==> src/rtl/serial_alu_ctrl_pkg.sv <==
// Shared definitions for the bit-serial ALU controller: op codes and FSM states.
// Latency: n/a (types and constants only).
// Backpressure: n/a.
package serial_alu_ctrl_pkg;

    localparam logic [2:0] OP_ADD  = 3'b000;
    localparam logic [2:0] OP_SUB  = 3'b001;
    localparam logic [2:0] OP_MUL  = 3'b010;
    localparam logic [2:0] OP_NOT  = 3'b011;
    localparam logic [2:0] OP_AND  = 3'b100;
    localparam logic [2:0] OP_OR   = 3'b101;
    localparam logic [2:0] OP_XOR  = 3'b110;
    localparam logic [2:0] OP_XNOR = 3'b111;

    typedef enum logic [1:0] {
        ST_IDLE = 2'd0,
        ST_RUN  = 2'd1,
        ST_DONE = 2'd2
    } state_t;

    // Only ADD and SUB propagate a carry/borrow between bit slices.
    function automatic logic is_arith(input logic [2:0] op);
        return (op == OP_ADD) || (op == OP_SUB);
    endfunction

endpackage

==> src/rtl/serial_bit_counter.sv <==
// Bit index for the serial datapath: counts 0..WIDTH-1, saturates, never wraps.
// Latency: index advances one step per cycle with inc; clr takes effect next edge.
// Backpressure: none; inc is ignored once the last index is reached.
// Ports: clk, rst (sync, active-high), clr (restart at 0), inc (advance),
//        idx (current bit index), last (idx == WIDTH-1).
module serial_bit_counter #(
    parameter  int WIDTH = 8,
    localparam int IW    = (WIDTH > 1) ? $clog2(WIDTH) : 1
) (
    input  logic          clk,
    input  logic          rst,
    input  logic          clr,
    input  logic          inc,
    output logic [IW-1:0] idx,
    output logic          last
);

    assign last = (idx == IW'(WIDTH - 1));

    always_ff @(posedge clk) begin
        if (rst) begin
            idx <= '0;
        end else if (clr) begin
            idx <= '0;
        end else if (inc && !last) begin
            idx <= idx + 1'b1;
        end
    end

endmodule

==> src/rtl/serial_alu_ctrl.sv <==
// Bit-serial ALU controller: feeds operands LSB-first to an external 1-bit alu slice.
// Latency: start accepted at edge N -> done pulse in cycle N+WIDTH+1 (WIDTH RUN cycles + DONE).
// Backpressure: start is honoured only in IDLE; starts while busy are dropped, not queued.
// Ports: clk, rst (sync, active-high); start/op/opa/opb request an operation;
//        busy/done/result/carry report it; alu_a/alu_b/alu_cin/alu_sel drive the
//        external slice, alu_y/alu_cout return its per-bit result and carry/borrow.
module serial_alu_ctrl
    import serial_alu_ctrl_pkg::*;
#(
    parameter int WIDTH = 8
) (
    input  logic             clk,
    input  logic             rst,
    input  logic             start,
    input  logic [2:0]       op,
    input  logic [WIDTH-1:0] opa,
    input  logic [WIDTH-1:0] opb,
    output logic             busy,
    output logic             done,
    output logic [WIDTH-1:0] result,
    output logic             carry,
    output logic             alu_a,
    output logic             alu_b,
    output logic             alu_cin,
    output logic [2:0]       alu_sel,
    input  logic             alu_y,
    input  logic             alu_cout
);

    localparam int IW = (WIDTH > 1) ? $clog2(WIDTH) : 1;

    state_t           state;
    state_t           state_nxt;
    logic             accept;
    logic [WIDTH-1:0] opa_q;
    logic [WIDTH-1:0] opb_q;
    logic [2:0]       op_q;
    logic             cy_q;
    logic [WIDTH-1:0] shadow_q;
    logic [WIDTH-1:0] res_final;
    logic [IW-1:0]    idx;
    logic             last;

    assign accept = (state == ST_IDLE) && start;

    serial_bit_counter #(
        .WIDTH (WIDTH)
    ) u_bit_counter (
        .clk  (clk),
        .rst  (rst),
        .clr  (accept),
        .inc  (state == ST_RUN),
        .idx  (idx),
        .last (last)
    );

    // State register.
    always_ff @(posedge clk) begin
        if (rst) begin
            state <= ST_IDLE;
        end else begin
            state <= state_nxt;
        end
    end

    // Next state and slice-facing outputs.
    always_comb begin
        state_nxt = state;
        busy      = 1'b0;
        done      = 1'b0;
        alu_a     = 1'b0;
        alu_b     = 1'b0;
        alu_cin   = 1'b0;
        alu_sel   = op_q;
        case (state)
            ST_IDLE: begin
                if (start) begin
                    state_nxt = ST_RUN;
                end
            end
            ST_RUN: begin
                busy    = 1'b1;
                alu_a   = opa_q[idx];
                alu_b   = opb_q[idx];
                alu_cin = cy_q;
                if (last) begin
                    state_nxt = ST_DONE;
                end
            end
            ST_DONE: begin
                busy      = 1'b1;
                done      = 1'b1;
                state_nxt = ST_IDLE;
            end
            default: begin
                state_nxt = ST_IDLE;
            end
        endcase
    end

    // The final bit goes straight into the visible result alongside the shadow
    // bits already collected, so result changes only once per operation.
    always_comb begin
        res_final      = shadow_q;
        res_final[idx] = alu_y;
    end

    always_ff @(posedge clk) begin
        if (rst) begin
            opa_q    <= '0;
            opb_q    <= '0;
            op_q     <= OP_ADD;
            cy_q     <= 1'b0;
            shadow_q <= '0;
            result   <= '0;
            carry    <= 1'b0;
        end else if (accept) begin
            opa_q <= opa;
            opb_q <= opb;
            op_q  <= op;
            cy_q  <= 1'b0;
        end else if (state == ST_RUN) begin
            shadow_q[idx] <= alu_y;
            cy_q          <= is_arith(op_q) ? alu_cout : 1'b0;
            if (last) begin
                result <= res_final;
                carry  <= is_arith(op_q) ? alu_cout : 1'b0;
            end
        end
    end

endmodule

==> config.mk <==
export PLATFORM = sky130hd
export DESIGN_NAME = serial_alu_ctrl
export DESIGN_NICKNAME = d
export VERILOG_FILES = /design/src/rtl/serial_alu_ctrl_pkg.sv /design/src/rtl/serial_bit_counter.sv /design/src/rtl/serial_alu_ctrl.sv
export SDC_FILE = /design/constraint.sdc
export NUM_CORES = 1
export LEC_CHECK = 0
export CORE_UTILIZATION = 50
export CTS_CLUSTER_DIAMETER = 200
export DETAILED_ROUTE_END_ITERATION = 8
export MAX_ROUTING_LAYER = met4
export PLACE_DENSITY = 0.78
export SLEW_MARGIN = 25
export SYNTH_ARGS = -nofsm -noshare
export SYNTH_HDL_FRONTEND = slang
export SYNTH_SLANG_ARGS = --single-unit
==> constraint.sdc <==
create_clock -name clk -period 1.9 [get_ports clk]
set_input_delay 0.38 -clock clk [delete_from_list [all_inputs] [get_ports clk]]
set_output_delay 0.38 -clock clk [all_outputs]
set_load 0.005 [all_outputs]
==> metrics.md <==
| Metric | Value |
|---|---|
| Worst-path clk slew | 0.07 ns |
| Fin crit share | 101% |
| Yosys warns | 0 |
| Initial antenna violation count | 0 |
| Antenna Diode Count | 0 |
| Most frequent cells in the layout | nand2_1, clkdlybuf4s50_1, dfxtp_1, nor2_1, mux2i_1 |
| Fin area | between 2000 and 3000 um^2 |
| Nets | 312 |
| Min cycle time layout | around 1.9 ns |
| Worst-path maximum fanout | 3 |
| Dpl cell area | between 2000 and 3000 um^2 |
| Inst Count DP | approximately 320 |
| DIE HEIGHT | approximately 66 um |
| Drt total wl | 4.20 mm |
| Slew HR | approximately two thirds |
| Worst endpoint required time | 1.52 ns |
| Remaining DRCs | 0 |
| Worst Hold Class | flop to flop |
| Status | finished with violations |
| Remaining antenna violation count | 0 |
| Pin count of the biggest net entering global routing | 43 |
| Synth unique cells | 32 |
| Clk root buf | clkbuf_8 |
| CTS tree | done |
| GRT Total Usage | 21.9% |
| Post-synth top flop | dfxtp_1 |
| CP peak stage delay | approximately 0.36 ns |
| Reg2reg setup slack | 0.10 ns |
| Placer congestion estimate | 0.750 |
| PwrDens | between 600 and 700 nW/um^2 |
| Post-Place Setup Slack | 0.0333 ns |
| Clock latency on the worst-skew pair | slightly below 0.3 ns |
| Final setup fails | 1 |
| Synth async-reset ratio | 0% |
| Buffers on Ports | 40 |
| Die ar. | 4310 um^2 |
| Vias per cell | 5.27 |
| CTS sink cnt | 42 |
| Share of cells above drive strength 1 | 18.8% |
| Slew @ Worst Pin | between 0.5 and 0.6 ns |
| Initial Utilization | between 50% and 60% |
| Clk_skew | 0.00222 ns |
| Global-route wire length before repair | 6.99 mm |
| Drt wl/cell | 12.7 um |
| Post-DP HPWL | 2.85 mm |
| Critical path buffers and inverters | 2 |
| Total power | between 0.0015 and 0.002 W |
| Top delay family on crit path | compound AO/OA/AOI/OAI gates |
| H-tree Lvls | 2 |
| FF+latch count, synth | 42 |
| Post-synthesis sequential area ratio | about two fifths |
| Via count | between 1500 and 2000 |
| Filler cells | 299 |
| Startpoint Class | flop |
| Most common cell after layout, fill and taps aside | nand2_1 |
| WS Path Type | flop to primary output |
| Slowest stage cell, crit path | dfxtp_2 |
| I/O pin cnt | 41 |
| Multi-input gate area | 1080 um^2 |
| Fmax | 0.521 GHz |
| EDFF count, synth | 0 |
| Share of the synthesized area in the top cell type | 41.5% |
| Endpoint class of the critical path | primary output |
| Syn_area_per_cell | 8.66 um^2 |
| Layout Cells excl Fill | 330 |
| Syn Nets | about 260 |
| Final worst slack | -0.0197 ns |
| Final count of pins violating max slew | 0 |
| Register area | approximately 850 um^2 |
| VDD IR-drop max | 0.513 mV |
| DIE WIDTH | 65.7 um |
| Congestion Overflow GR | 0 |
| Worst-case clock buffer depth | 2 |
| Post-Syn Instances | 234 |
| Area leader, netlist | dfxtp_1 |
| Crit path DAT | approximately 1.5 ns |
| Failing checks | negative setup slack |
| Vias in the first global route | 1549 |
| Synth top area cells | dfxtp_1, mux2i_1, nand2_1 |
| RSZ-0062 raised after global routing | yes |
| # hold bufs at CTS | 0 |
| Final core area utilization | 71.4% |
| Cell Area, Synth | 2030 um^2 |
| Leakage | 1.00 nW |
| Row count | 22 |
| CTS Buf Count | 5 |
| Max Cap Viol | 0 |
| Core area | 3770 um^2 |
| Cell Chain, Critical Path | buf_6, mux2i_2, o21a_1, nor2_1, o31a_1, buf_2 |
| Final hold violations | 0 |
| Starting DRC count in detailed routing | 72 |
| Area delta synth->final | 32.9% |
| TritonRoute pass-1 iters | 4 |
==> report_power, final <==
group	switching [W]	internal [W]	total (W)	leakage, nW
Combinational	0.000184	0.000196	0.000380	0.617
Clock	0.000280	0.000253	0.000532	0.0383
Sequential	0.0000314	0.000930	0.000961	0.345
Total	0.000495	0.00138	0.00187	1.00
==> Yosys cell counts (all sizes together) (2+ instances only) <==
master and n:
nand3 5, a21oi 20, ha 6, o31a 2, buf 15, and3 2
clkbuf 6, and2 2, nand2b 3, inv 2, nor2b 4, nand2 47
nor3 8, nor2 26, a211oi 7, mux2i 22, o21ai 3, a311oi 3
dfxtp 42, nor3b 4
==> sequential cells by signal, summed over array words and instances, names as in the netlist <==
| signal | cells |
|---|---|
| opb_q | 8 |
| carry | 1 |
| shadow_q | 8 |
| cy_q | 1 |
| alu_sel | 3 |
| state | 2 |
| result | 8 |
| u_bit_counter.idx | 3 |
| opa_q | 8 |
==> worst reg2reg max path, delay by kind of cell (launching register included) <==
| kind | cells | cell delay, ns |
|---|---|---|
| DFF | 1 | 0.34 |
| buffers and inverters | 4 | 0.54 |
| and+or+nand+nor | 2 | 0.20 |
| adders and majority gates | 2 | 0.39 |
| muxes | 1 | 0.22 |
==> worst paths after layout <==
| check | from | endpoint | cells after the start |
|---|---|---|---|
| setup reg to reg | u_bit_counter.idx[1] | u_bit_counter.idx[1] | 9 |
| setup / recovery | u_bit_counter.idx[1] | alu_a | 6 |
| hold reg to reg | opb_q[3] | opb_q[3] | 2 |
| hold / removal | opb_q[3] | opb_q[3] | 2 |
==> repair_timing <==
action	4_1_cts	5_1_grt
setup endpoints to repair	4	12
pin swaps	3	5
setup buffers	4	3
gates resized for setup	17	9
==> layout make-up <==
cell class | count | share of cell area [%]
repair buffers | 62 | 23.0
inverters | 2 | 0.372
flip-flops and latches | 42 | 31.5
well taps | 48 | 2.23
clock buffers | 7 | 2.83
multi-input cells | 169 | 40.0
==> through the flow <==
stage / TNS [ns] / hold slack, ns
after floorplan: 0 / 0.436
after global placement: 0 / 0.443
after detailed placement: 0 / 0.449
after CTS: -0.0274 / 0.458
after global routing: -0.0923 / 0.479
final: -0.0197 / 0.454
==> cell families (layout without fill, tap and decap cells) <==
group | after synthesis | in the layout | synth area share (%)
compound gates | 37 | 37 | 13.0
xor+xnor | 1 | 1 | 0.432
fa+ha+maj | 6 | 6 | 3.70
buf+inv | 23 | 71 | 6.79
flops | 42 | 42 | 41.5
mux | 22 | 22 | 10.9
simple gates | 103 | 103 | 23.7
==> layer usage <==
metal	vias up	wire length, um	global-route usage (%)
li1	879	-	-
met1	820	1890	27.0
met2	35	2080	34.6
met3	6	163	5.21
met4	0	70	8.15
met5	-	0	-
(Power assumes the default switching activity.)
